==> src/rtl/swap_ctrl.sv <==
// rtl/swap_ctrl.sv - swap sequencer and host port mux for a 1R/1W register file
//
// Executes a swap of two register-file words as read A, read B, write A,
// write B on the file's plain ports. While idle, the host port is passed
// straight through to the file.
//
// Ports:
//   clk, reset_n        clock, asynchronous active-low reset
//   start               swap request (accepted in IDLE, and in DONE for back-to-back)
//   address_A/B         swap addresses, captured with start
//   busy, done          swap in progress / one-cycle completion pulse
//   host_we, host_address_w, host_data_w, host_address_r, host_data_r
//                       host access port, passed through when idle
//   host_err            host write attempted while busy (write dropped)
//   swap_cnt            saturating count of completed swaps
//   rf_we, rf_address_w, rf_data_w, rf_address_r, rf_data_r
//                       register file ports (combinational read, sync write)
module swap_ctrl #(
  parameter int mem_width  = 7,
  parameter int data_width = 8,
  parameter int cnt_width  = 16
) (
  input  logic                  clk,
  input  logic                  reset_n,
  input  logic                  start,
  input  logic [mem_width-1:0]  address_A,
  input  logic [mem_width-1:0]  address_B,
  output logic                  busy,
  output logic                  done,
  input  logic                  host_we,
  input  logic [mem_width-1:0]  host_address_w,
  input  logic [data_width-1:0] host_data_w,
  input  logic [mem_width-1:0]  host_address_r,
  output logic [data_width-1:0] host_data_r,
  output logic                  host_err,
  output logic [cnt_width-1:0]  swap_cnt,
  output logic                  rf_we,
  output logic [mem_width-1:0]  rf_address_w,
  output logic [data_width-1:0] rf_data_w,
  output logic [mem_width-1:0]  rf_address_r,
  input  logic [data_width-1:0] rf_data_r
);

  typedef enum logic [2:0] {
    IDLE = 3'd0,
    RD_A = 3'd1,
    RD_B = 3'd2,
    WR_A = 3'd3,
    WR_B = 3'd4,
    DONE = 3'd5
  } state_t;

  state_t                state_q;
  logic [mem_width-1:0]  addr_a_q;
  logic [mem_width-1:0]  addr_b_q;
  logic [data_width-1:0] tmp_a_q;
  // Holds the word read from B (written to A), then tmp_a (written to B).
  logic [data_width-1:0] wdata_q;
  logic [mem_width-1:0]  waddr_q;
  logic [mem_width-1:0]  raddr_q;
  logic                  we_q;
  logic                  done_q;
  logic [cnt_width-1:0]  cnt_q;

  logic idle;
  logic accept;

  assign idle   = (state_q == IDLE);
  // DONE also accepts start so back-to-back swaps run every five cycles.
  assign accept = start && ((state_q == IDLE) || (state_q == DONE));

  always_ff @(posedge clk or negedge reset_n) begin
    if (!reset_n) begin
      state_q  <= IDLE;
      addr_a_q <= '0;
      addr_b_q <= '0;
      tmp_a_q  <= '0;
      wdata_q  <= '0;
      waddr_q  <= '0;
      raddr_q  <= '0;
      we_q     <= 1'b0;
      done_q   <= 1'b0;
      cnt_q    <= '0;
    end else begin
      done_q <= 1'b0;
      case (state_q)
        IDLE: ;
        RD_A: begin
          tmp_a_q <= rf_data_r;
          raddr_q <= addr_b_q;
          state_q <= RD_B;
        end
        RD_B: begin
          wdata_q <= rf_data_r;
          waddr_q <= addr_a_q;
          we_q    <= 1'b1;
          state_q <= WR_A;
        end
        WR_A: begin
          wdata_q <= tmp_a_q;
          waddr_q <= addr_b_q;
          state_q <= WR_B;
        end
        WR_B: begin
          we_q    <= 1'b0;
          done_q  <= 1'b1;
          state_q <= DONE;
        end
        DONE: begin
          if (cnt_q != {cnt_width{1'b1}}) begin
            cnt_q <= cnt_q + cnt_width'(1);
          end
          state_q <= IDLE;
        end
        default: state_q <= IDLE;
      endcase

      // Overrides the DONE->IDLE transition when a new request is taken.
      if (accept) begin
        addr_a_q <= address_A;
        addr_b_q <= address_B;
        if (address_A != address_B) begin
          raddr_q <= address_A;
          state_q <= RD_A;
        end else begin
          // Identical addresses: nothing to move, report completion at once.
          done_q  <= 1'b1;
          state_q <= DONE;
        end
      end
    end
  end

  assign busy     = !idle;
  assign done     = done_q;
  assign host_err = !idle && host_we;
  assign swap_cnt = cnt_q;

  // reset_n gates rf_we so the file sees no write while reset is held,
  // even if the host is driving host_we.
  assign rf_we        = reset_n && (idle ? host_we : we_q);
  assign rf_address_w = idle ? host_address_w : waddr_q;
  assign rf_data_w    = idle ? host_data_w    : wdata_q;
  assign rf_address_r = idle ? host_address_r : raddr_q;
  assign host_data_r  = rf_data_r;

endmodule

==> config.mk <==
export PLATFORM = sky130hd
export DESIGN_NAME = swap_ctrl
export DESIGN_NICKNAME = d
export VERILOG_FILES = /design/src/rtl/swap_ctrl.sv
export SDC_FILE = /design/constraint.sdc
export NUM_CORES = 1
export LEC_CHECK = 0
export BUFFER_PORTS_ARGS = -buffer_cell sky130_fd_sc_hd__buf_4
export CORE_MARGIN = 2
export CORE_UTILIZATION = 42
export CTS_CLUSTER_SIZE = 40
export DETAILED_ROUTE_END_ITERATION = 12
export GPL_TIMING_DRIVEN = 0
export PLACE_DENSITY = 0.82
export RECOVER_POWER = 50
export SKIP_LAST_GASP = 1
export SYNTH_ARGS = -nofsm -noshare
export SYNTH_HDL_FRONTEND = slang
export SYNTH_SLANG_ARGS = --single-unit
export TNS_END_PERCENT = 100
==> constraint.sdc <==
create_clock -name clk -period 2 [get_ports clk]
set_clock_uncertainty 0.15 [all_clocks]
set_input_delay 0.1 -clock clk [delete_from_list [all_inputs] [get_ports clk]]
set_output_delay 0.1 -clock clk [all_outputs]
set_load 0.01 [all_outputs]
==> results.tsv, run 1 <==
metric	value	unit
DRT Wirelength	8710	um
root buffer cell	sky130_fd_sc_hd__clkbuf_8	
count of endpoints failing setup in the final report	17	
die height	93.1	um
post-layout instance count excluding filler cells	537	
pin count of the biggest net entering global routing	67	
result of the run	finished with violations	
most prevalent standard cell on the critical path	sky130_fd_sc_hd__buf_6	
number of warnings issued by yosys	0	
DRC	0	
TritonCTS clock tree	built	
via count of the first global-routing pass	2749	
Sw Ratio	34.7	%
required time reported for the critical path endpoint	1.75	ns
Initial Util	43.3	%
insertion delay to the later sink of the worst-skew pair	0.34	ns
Overall Global Routing Usage	20.4	%
TritonCTS Buffers	9	
critical path type	flop to output pin	
cell area after technology mapping	3330	sq um
violated checks	setup timing	
final-stage net count	479	
Cell Count Post-Placement	479	
most instantiated library cell after synthesis	sky130_fd_sc_hd__dfrtp_1	
final instance area	5000	sq um
vias per cell	5.03	
count of final hold-check violations	0	
Clock transition at path regs	0.07	ns
leakage power of the design	2.36	nW
standard-cell row count	32	
top-area cell type share of the netlist area	48.8	%
main flop type after synthesis	sky130_fd_sc_hd__dfrtp_1	
crit path max-delay cell type	sky130_fd_sc_hd__dfrtp_1	
Switch Pwr	2.44	mW
Post-Synthesis Net Count	329	
initial DRC count	92	
H-tree Lvls	3	
horizontal die dimension	93.1	um
Layout area overhead	50.1	%
number of distinct library cells after synthesis	35	
largest incremental delay on the critical path	0.40	ns
Final Max Tran Viols	0	
first-pass GRT wire length	13600	um
shortest period the worst path allows	2.06	ns
Tcrit/Tclk final	103	%
fraction of layout cells with a size suffix above 1	50.6	%
internal portion of total power	4.58	mW
type of the tightest min-delay check	input port to asynchronous set/reset pin	
remaining antenna violation count after routing	0	
number of buffers and inverters on the critical path	4	
portion of the post-synthesis area used by sequential elements	48.8	%
cell types with the highest counts after synthesis	65 x sky130_fd_sc_hd__dfrtp_1, 55 x sky130_fd_sc_hd__mux2_2, 24 x sky130_fd_sc_hd__nand2_1, 17 x sky130_fd_sc_hd__mux2i_1, 16 x sky130_fd_sc_hd__o21ai_0	
worst-path fanout max	5	
IO buf count	97	
Arrival @ worst endpoint	1.81	ns
Die Footprint	8660	sq um
average wire per cell in the routed design	16.2	um
Antenna diodes	0	
peak supply drop	0.778	mV
family with the most delay on the worst path	buffers and inverters	
total via count in the routed design	2700	
max-capacitance violation count	0	
Layout fillers	592	
worst path cell trace	buf_6 > nor3_4 > buf_6 > buf_8 > mux2_2 > buf_4	
final RePlAce weighted congestion	0.790	
Startpoint Class	flop	
placeable core region	7690	sq um
leftover overflow at the end of global routing	0	
total number of clock tree sinks	65	
RSZ-0062 raised after global routing	yes	
Slew HR	59.4	%
final critical-path setup slack	-0.0550	ns
initial antenna violation count	0	
share of power burned in combinational logic	54.8	%
FMAX	487	MHz
final total power	7.02	mW
fraction of registers with async set/reset	100	%
clock share of power	14.0	%
Placed Area	4190	sq um
worst slew pin tran	0.610	ns
library cell with the largest summed area after synthesis	sky130_fd_sc_hd__dfrtp_1	
synthesized area divided by synthesized cell count	11.9	sq um
Synth Instances	280	
ranking of synthesized cells by area	sky130_fd_sc_hd__dfrtp_1 49%, sky130_fd_sc_hd__mux2_2 19%, sky130_fd_sc_hd__mux2i_1 5.1%, sky130_fd_sc_hd__xor2_1 3.7%, sky130_fd_sc_hd__nand2_1 2.7%	
HPWL after detailed placement	5620	um
aggregate negative setup slack	-0.617	ns
Worst setup EP type	output pin	
number of ports placed on the die boundary	98	
number of register bits inferred by synthesis	65	
power density over the cells	1400	nW/um^2
number of flops mapped to enable cells by yosys	0	
Max clock buf depth	2	
fraction of power consumed by sequential logic	31.3	%
drt first pass iters	5	
==> power groups by stage <==
| stage | Combinational [mW] | Sequential [mW] | Clock (mW) |
|---|---|---|---|
| after floorplan | 1.97 | 2.12 | 0 |
| after global placement | 2.92 | 2.17 | 0 |
| after CTS | 3.48 | 2.19 | 1.00 |
| final | 3.84 | 2.20 | 0.981 |
| after global routing | 4.09 | 2.27 | 1.07 |
| after detailed placement | 3.01 | 2.20 | 0 |
==> per-stage QoR <==
| step | worst slack, ns | util, % | hold WS, ns |
|---|---|---|---|
| after floorplan | 0.0238 | - | -0.346 |
| after global placement | -0.342 | 54.5 | 0.0973 |
| after detailed placement | -0.367 | 54.5 | 0.104 |
| after CTS | -0.0723 | 62.1 | 0.277 |
| after global routing | -0.147 | 65.1 | 0.215 |
| final | -0.0550 | 65.1 | 0.167 |
==> final cells by class <==
type | count | area [sq um] | area share [%]
multi-input combinational | 191 | 1700 | 34.0
sequential | 65 | 1630 | 32.5
timing repair buffer | 140 | 1200 | 23.9
buffer | 21 | 165 | 3.30
clock buffer | 12 | 145 | 2.90
tap | 102 | 128 | 2.55
clock inverter | 4 | 28.8 | 0.575
inverter | 2 | 7.51 | 0.150
==> worst paths after layout <==
path | from | endpoint | slack, ns | cells after the start
min reg2reg | wdata_q[7]$_DFFE_PN0P_ | wdata_q[7]$_DFFE_PN0P_ | 0.33 | 2
max reg2reg | swap_cnt[1]$_DFFE_PN0P_ | swap_cnt[2]$_DFFE_PN0P_ | 0 | 7
min in group clk | wdata_q[7]$_DFFE_PN0P_ | wdata_q[7]$_DFFE_PN0P_ | 0.33 | 2
max | state_q[1]$_DFFE_PN0P_ | rf_data_w[2] | -0.06 | 6
min | reset_n | raddr_q[5]$_DFF_PN0_ | 0.17 | 2
max in group asynchronous | reset_n | state_q[2]$_DFFE_PN0P_ | 1.06 | 2
==> flip-flops by register name (all words and copies together) (netlist names) <==
| register | count |
|---|---|
| swap_cnt | 16 |
| tmp_a_q | 8 |
| wdata_q | 8 |
| addr_a_q | 7 |
| addr_b_q | 7 |
| raddr_q | 7 |
| waddr_q | 7 |
| state_q | 3 |
| done | 1 |
| we_q | 1 |
==> cell families after synthesis <==
family,Yosys count,share of synthesized area [%]
multiplexers,77,25.4
AND/OR/NAND/NOR,71,12.1
flip-flops,65,48.8
buffers and inverters,24,4.09
XOR/XNOR,22,5.78
AO/OA/AOI/OAI,20,3.46
adder cells (fa/ha/maj),1,0.375
==> cell usage in the layout (no fill, tap or decap), drive strengths merged, types with 2 or more instances in the layout <==
| master | count |
|---|---|
| nor3 | 8 |
| nor2 | 9 |
| inv | 2 |
| clkinvlp | 2 |
| nand2b | 3 |
| nand2 | 24 |
| clkinv | 2 |
| buf | 129 |
| dlygate4sd3 | 24 |
| clkbuf | 20 |
| dfrtp | 65 |
| nor4 | 7 |
| nand3 | 5 |
| mux2 | 60 |
| xnor2 | 8 |
| nand4 | 6 |
| mux2i | 17 |
| xor2 | 14 |
| o21ai | 17 |
| nor2b | 2 |
==> layer usage <==
layer  GRT usage [%]  part of all wire, %
met5               0                    0
met4            9.80                  1.7
met3            3.06                  3.4
met2            33.9                   51
met1            26.1                   44
==> repair_timing <==
action | CTS | global route
gates cloned | 0 | 2
pin swaps | 1 | 11
hold buffers | 24 | 0
setup buffers | 10 | 7
endpoints found under the hold margin | 103 | 0
endpoints found under the setup margin | 44 | 50
resized for setup | 25 | 38
Note: power is estimated with default switching activity, not from simulation.
==> run 2, diff against run 1 <==
--- a/config.mk
+++ b/config.mk
@@ -6,12 +6,14 @@
 export NUM_CORES = 1
 export LEC_CHECK = 0
 export BUFFER_PORTS_ARGS = -buffer_cell sky130_fd_sc_hd__buf_4
+export CELL_PAD_IN_SITES_DETAIL_PLACEMENT = 0
+export CELL_PAD_IN_SITES_GLOBAL_PLACEMENT = 1
 export CORE_MARGIN = 2
-export CORE_UTILIZATION = 42
+export CORE_UTILIZATION = 36
 export CTS_CLUSTER_SIZE = 40
 export DETAILED_ROUTE_END_ITERATION = 12
 export GPL_TIMING_DRIVEN = 0
-export PLACE_DENSITY = 0.82
+export PLACE_DENSITY = 0.87
 export RECOVER_POWER = 50
 export SKIP_LAST_GASP = 1
 export SYNTH_ARGS = -nofsm -noshare
==> results.tsv, run 2 (synthesized netlist as in run 1, its figures left out) <==
metric	value	unit	change
result of the run	finished with violations		
violated checks	setup timing		
number of ports placed on the die boundary	98		unchanged
Worst setup EP type	output pin		
TritonCTS clock tree	built		
Final Max Tran Viols	0		unchanged
DRT Wirelength	8400	um	-3.5%
Overall Global Routing Usage	17.7	%	-2.7 points
required time reported for the critical path endpoint	1.75	ns	about the same
minimum hold slack	0.168	ns	+0.000721 ns
IO buf count	97		unchanged
final critical-path setup slack	-0.0768	ns	-0.0218 ns
DRC	0		unchanged
TritonCTS Buffers	9		unchanged
Layout area overhead	50.8	%	
Initial Util	36.6	%	-6.8 points
final RePlAce weighted congestion	0.859		+8.7%
initial antenna violation count	0		unchanged
Tcrit/Tclk final	104	%	+1.1 points
Die Footprint	10000	sq um	+16%
global-route track usage on met3	2.79	%	-0.28 points
number of cells traversed by the worst register-to-register path	6		-1
utilization after layout	55.2	%	-9.9 points
critical path type	flop to output pin		
insertion delay to the later sink of the worst-skew pair	0.33	ns	about the same
Slew HR	59.7	%	+0.37 points
Max clock buf depth	2		unchanged
Arrival @ worst endpoint	1.83	ns	+0.02 ns
horizontal die dimension	100	um	+7.7%
pin count of the biggest net entering global routing	67		unchanged
remaining antenna violation count after routing	0		unchanged
RSZ-0062 raised after global routing	yes		
root buffer cell	sky130_fd_sc_hd__clkbuf_8		
total number of clock tree sinks	65		unchanged
final-stage net count	480		+0.21%
vias per cell	4.90		-2.4%
flip-flop count of the largest register, all copies and words added	16		unchanged
RR Startpoint	state_q[2]$_DFFE_PN0P_		
Register-to-Register Setup Slack	0.07	ns	+0.07 ns
Antenna diodes	0		unchanged
Clock transition at path regs	0.07	ns	about the same
initial DRC count	55		-40%
average wire per cell in the routed design	15.4	um	-5.1%
die height	100	um	+7.7%
count of final hold-check violations	0		unchanged
standard-cell row count	35		+9.4%
met2 layer usage reported by global route	29.5	%	-4.4 points
FMAX	482	MHz	-1.1%
worst-path fanout max	5		unchanged
count of endpoints failing setup in the final report	20		+3
drt first pass iters	4		-1
leftover overflow at the end of global routing	0		unchanged
power density over the cells	1460	nW/um^2	+4.0%
total via count in the routed design	2678		-0.81%
HPWL after detailed placement	5450	um	-3.0%
via count of the first global-routing pass	2736		-0.47%
H-tree Lvls	3		unchanged
type of the tightest min-delay check	input port to asynchronous set/reset pin		
max-capacitance violation count	0		unchanged
leading cell type in the layout, fill and taps excluded	sky130_fd_sc_hd__buf_4		
peak supply drop	0.652	mV	-16%
fraction of layout cells with a size suffix above 1	48.0	%	-2.5 points
aggregate negative setup slack	-1.07	ns	-0.452 ns
worst reg2reg path endpoint	addr_a_q[0]$_DFFE_PN0P_		
first-pass GRT wire length	13800	um	+1.6%
most heavily used metal layer in global routing	met2		
final total power	7.34	mW	+4.5%
shortest period the worst path allows	2.08	ns	+0.0218 ns
Startpoint Class	flop		
commonest cells after routing, fill and taps aside	84 x sky130_fd_sc_hd__buf_4, 64 x sky130_fd_sc_hd__dfrtp_1, 37 x sky130_fd_sc_hd__mux2_2		
leakage power of the design	2.36	nW	about the same
placeable core region	9110	sq um	+18%
GR Layer Usage met1	22.8	%	-3.3 points
worst slew pin tran	0.604	ns	-0.00560 ns
-- run 2: cell types whose count changed in the layout (fill, tap and decap cells not counted), moves of 2 or more --
| cell | before | now |
|---|---|---|
| sky130_fd_sc_hd__nor3_1 | 5 | 7 |
| sky130_fd_sc_hd__mux2_2 | 46 | 37 |
| sky130_fd_sc_hd__nor4_4 | 4 | 2 |
| sky130_fd_sc_hd__mux2_4 | 13 | 22 |
| sky130_fd_sc_hd__clkbuf_1 | 8 | 16 |
| sky130_fd_sc_hd__nor3_4 | 3 | 1 |
| sky130_fd_sc_hd__buf_6 | 21 | 31 |
| sky130_fd_sc_hd__clkinvlp_4 | 2 | 0 |
| sky130_fd_sc_hd__buf_4 | 102 | 84 |
-- run 2: report_power, final --
part	internal, mW	switching (mW)	total, mW
combinational	2.42	1.61	4.03
sequential	1.86	0.334	2.19
clock	0.633	0.478	1.11
-- run 2: through the flow --
| stage | setup WS (ns) | instances | instance area [sq um] |
|---|---|---|---|
| 6_report | -0.0768 | 546 | 5020 |
| 5_1_grt | -0.162 | 546 | 5020 |
| 4_1_cts | -0.0673 | 541 | 4990 |
| 3_5_place_dp | -0.373 | 488 | 4200 |
| 3_3_place_gp | -0.345 | 488 | 4200 |
| 2_1_floorplan | 0.0238 | 280 | 3330 |
-- run 2: worst max-delay path by stage --
stage / from / to / slack (ns) / cells past startpoint
after floorplan: state_q[2]$_DFFE_PN0P_ / raddr_q[4]$_DFF_PN0_ / 0.02 / 6
after CTS: state_q[1]$_DFFE_PN0P_ / rf_address_r[2] / -0.07 / 7
after global placement: state_q[1]$_DFFE_PN0P_ / rf_address_r[1] / -0.34 / 5
final: state_q[1]$_DFFE_PN0P_ / rf_data_w[1] / -0.08 / 7
after detailed placement: state_q[1]$_DFFE_PN0P_ / rf_address_r[1] / -0.37 / 5
after global routing: state_q[1]$_DFFE_PN0P_ / rf_address_w[3] / -0.16 / 7
-- run 2: layout make-up --
class / count / area, sq um
tap: 111 / 139
multi-input combinational: 191 / 1690
clock buffer: 12 / 155
fill: 782 / 4080
inverter: 2 / 7.51
timing repair buffer: 141 / 1200
clock inverter: 3 / 40.0
buffer: 21 / 166
sequential: 65 / 1630
-- run 2: metal layers --
layer,wire [um],up-vias
met5,0,-
met4,198,0
met3,312,16
met2,4210,67
met1,3680,1305
li1,-,1290
-- run 2: repair_timing --
action                                  4_1_cts  5_1_grt
gates cloned                                  2        0
hold endpoints to repair                    103        0
pin swaps                                     1        3
buffers inserted                             13        6
gates resized for setup                      63       13
endpoints found under the setup margin       34       50
hold buffers                                 24        0
-- run 2: worst max-delay path, stage by stage, from the launching register on --
cell	delay [ns]
sky130_fd_sc_hd__dfrtp_1	0.40
sky130_fd_sc_hd__buf_6	0.13
sky130_fd_sc_hd__nor3_4	0.16
sky130_fd_sc_hd__buf_6	0.13
sky130_fd_sc_hd__buf_6	0.11
sky130_fd_sc_hd__buf_8	0.13
sky130_fd_sc_hd__mux2_4	0.31
sky130_fd_sc_hd__buf_6	0.12
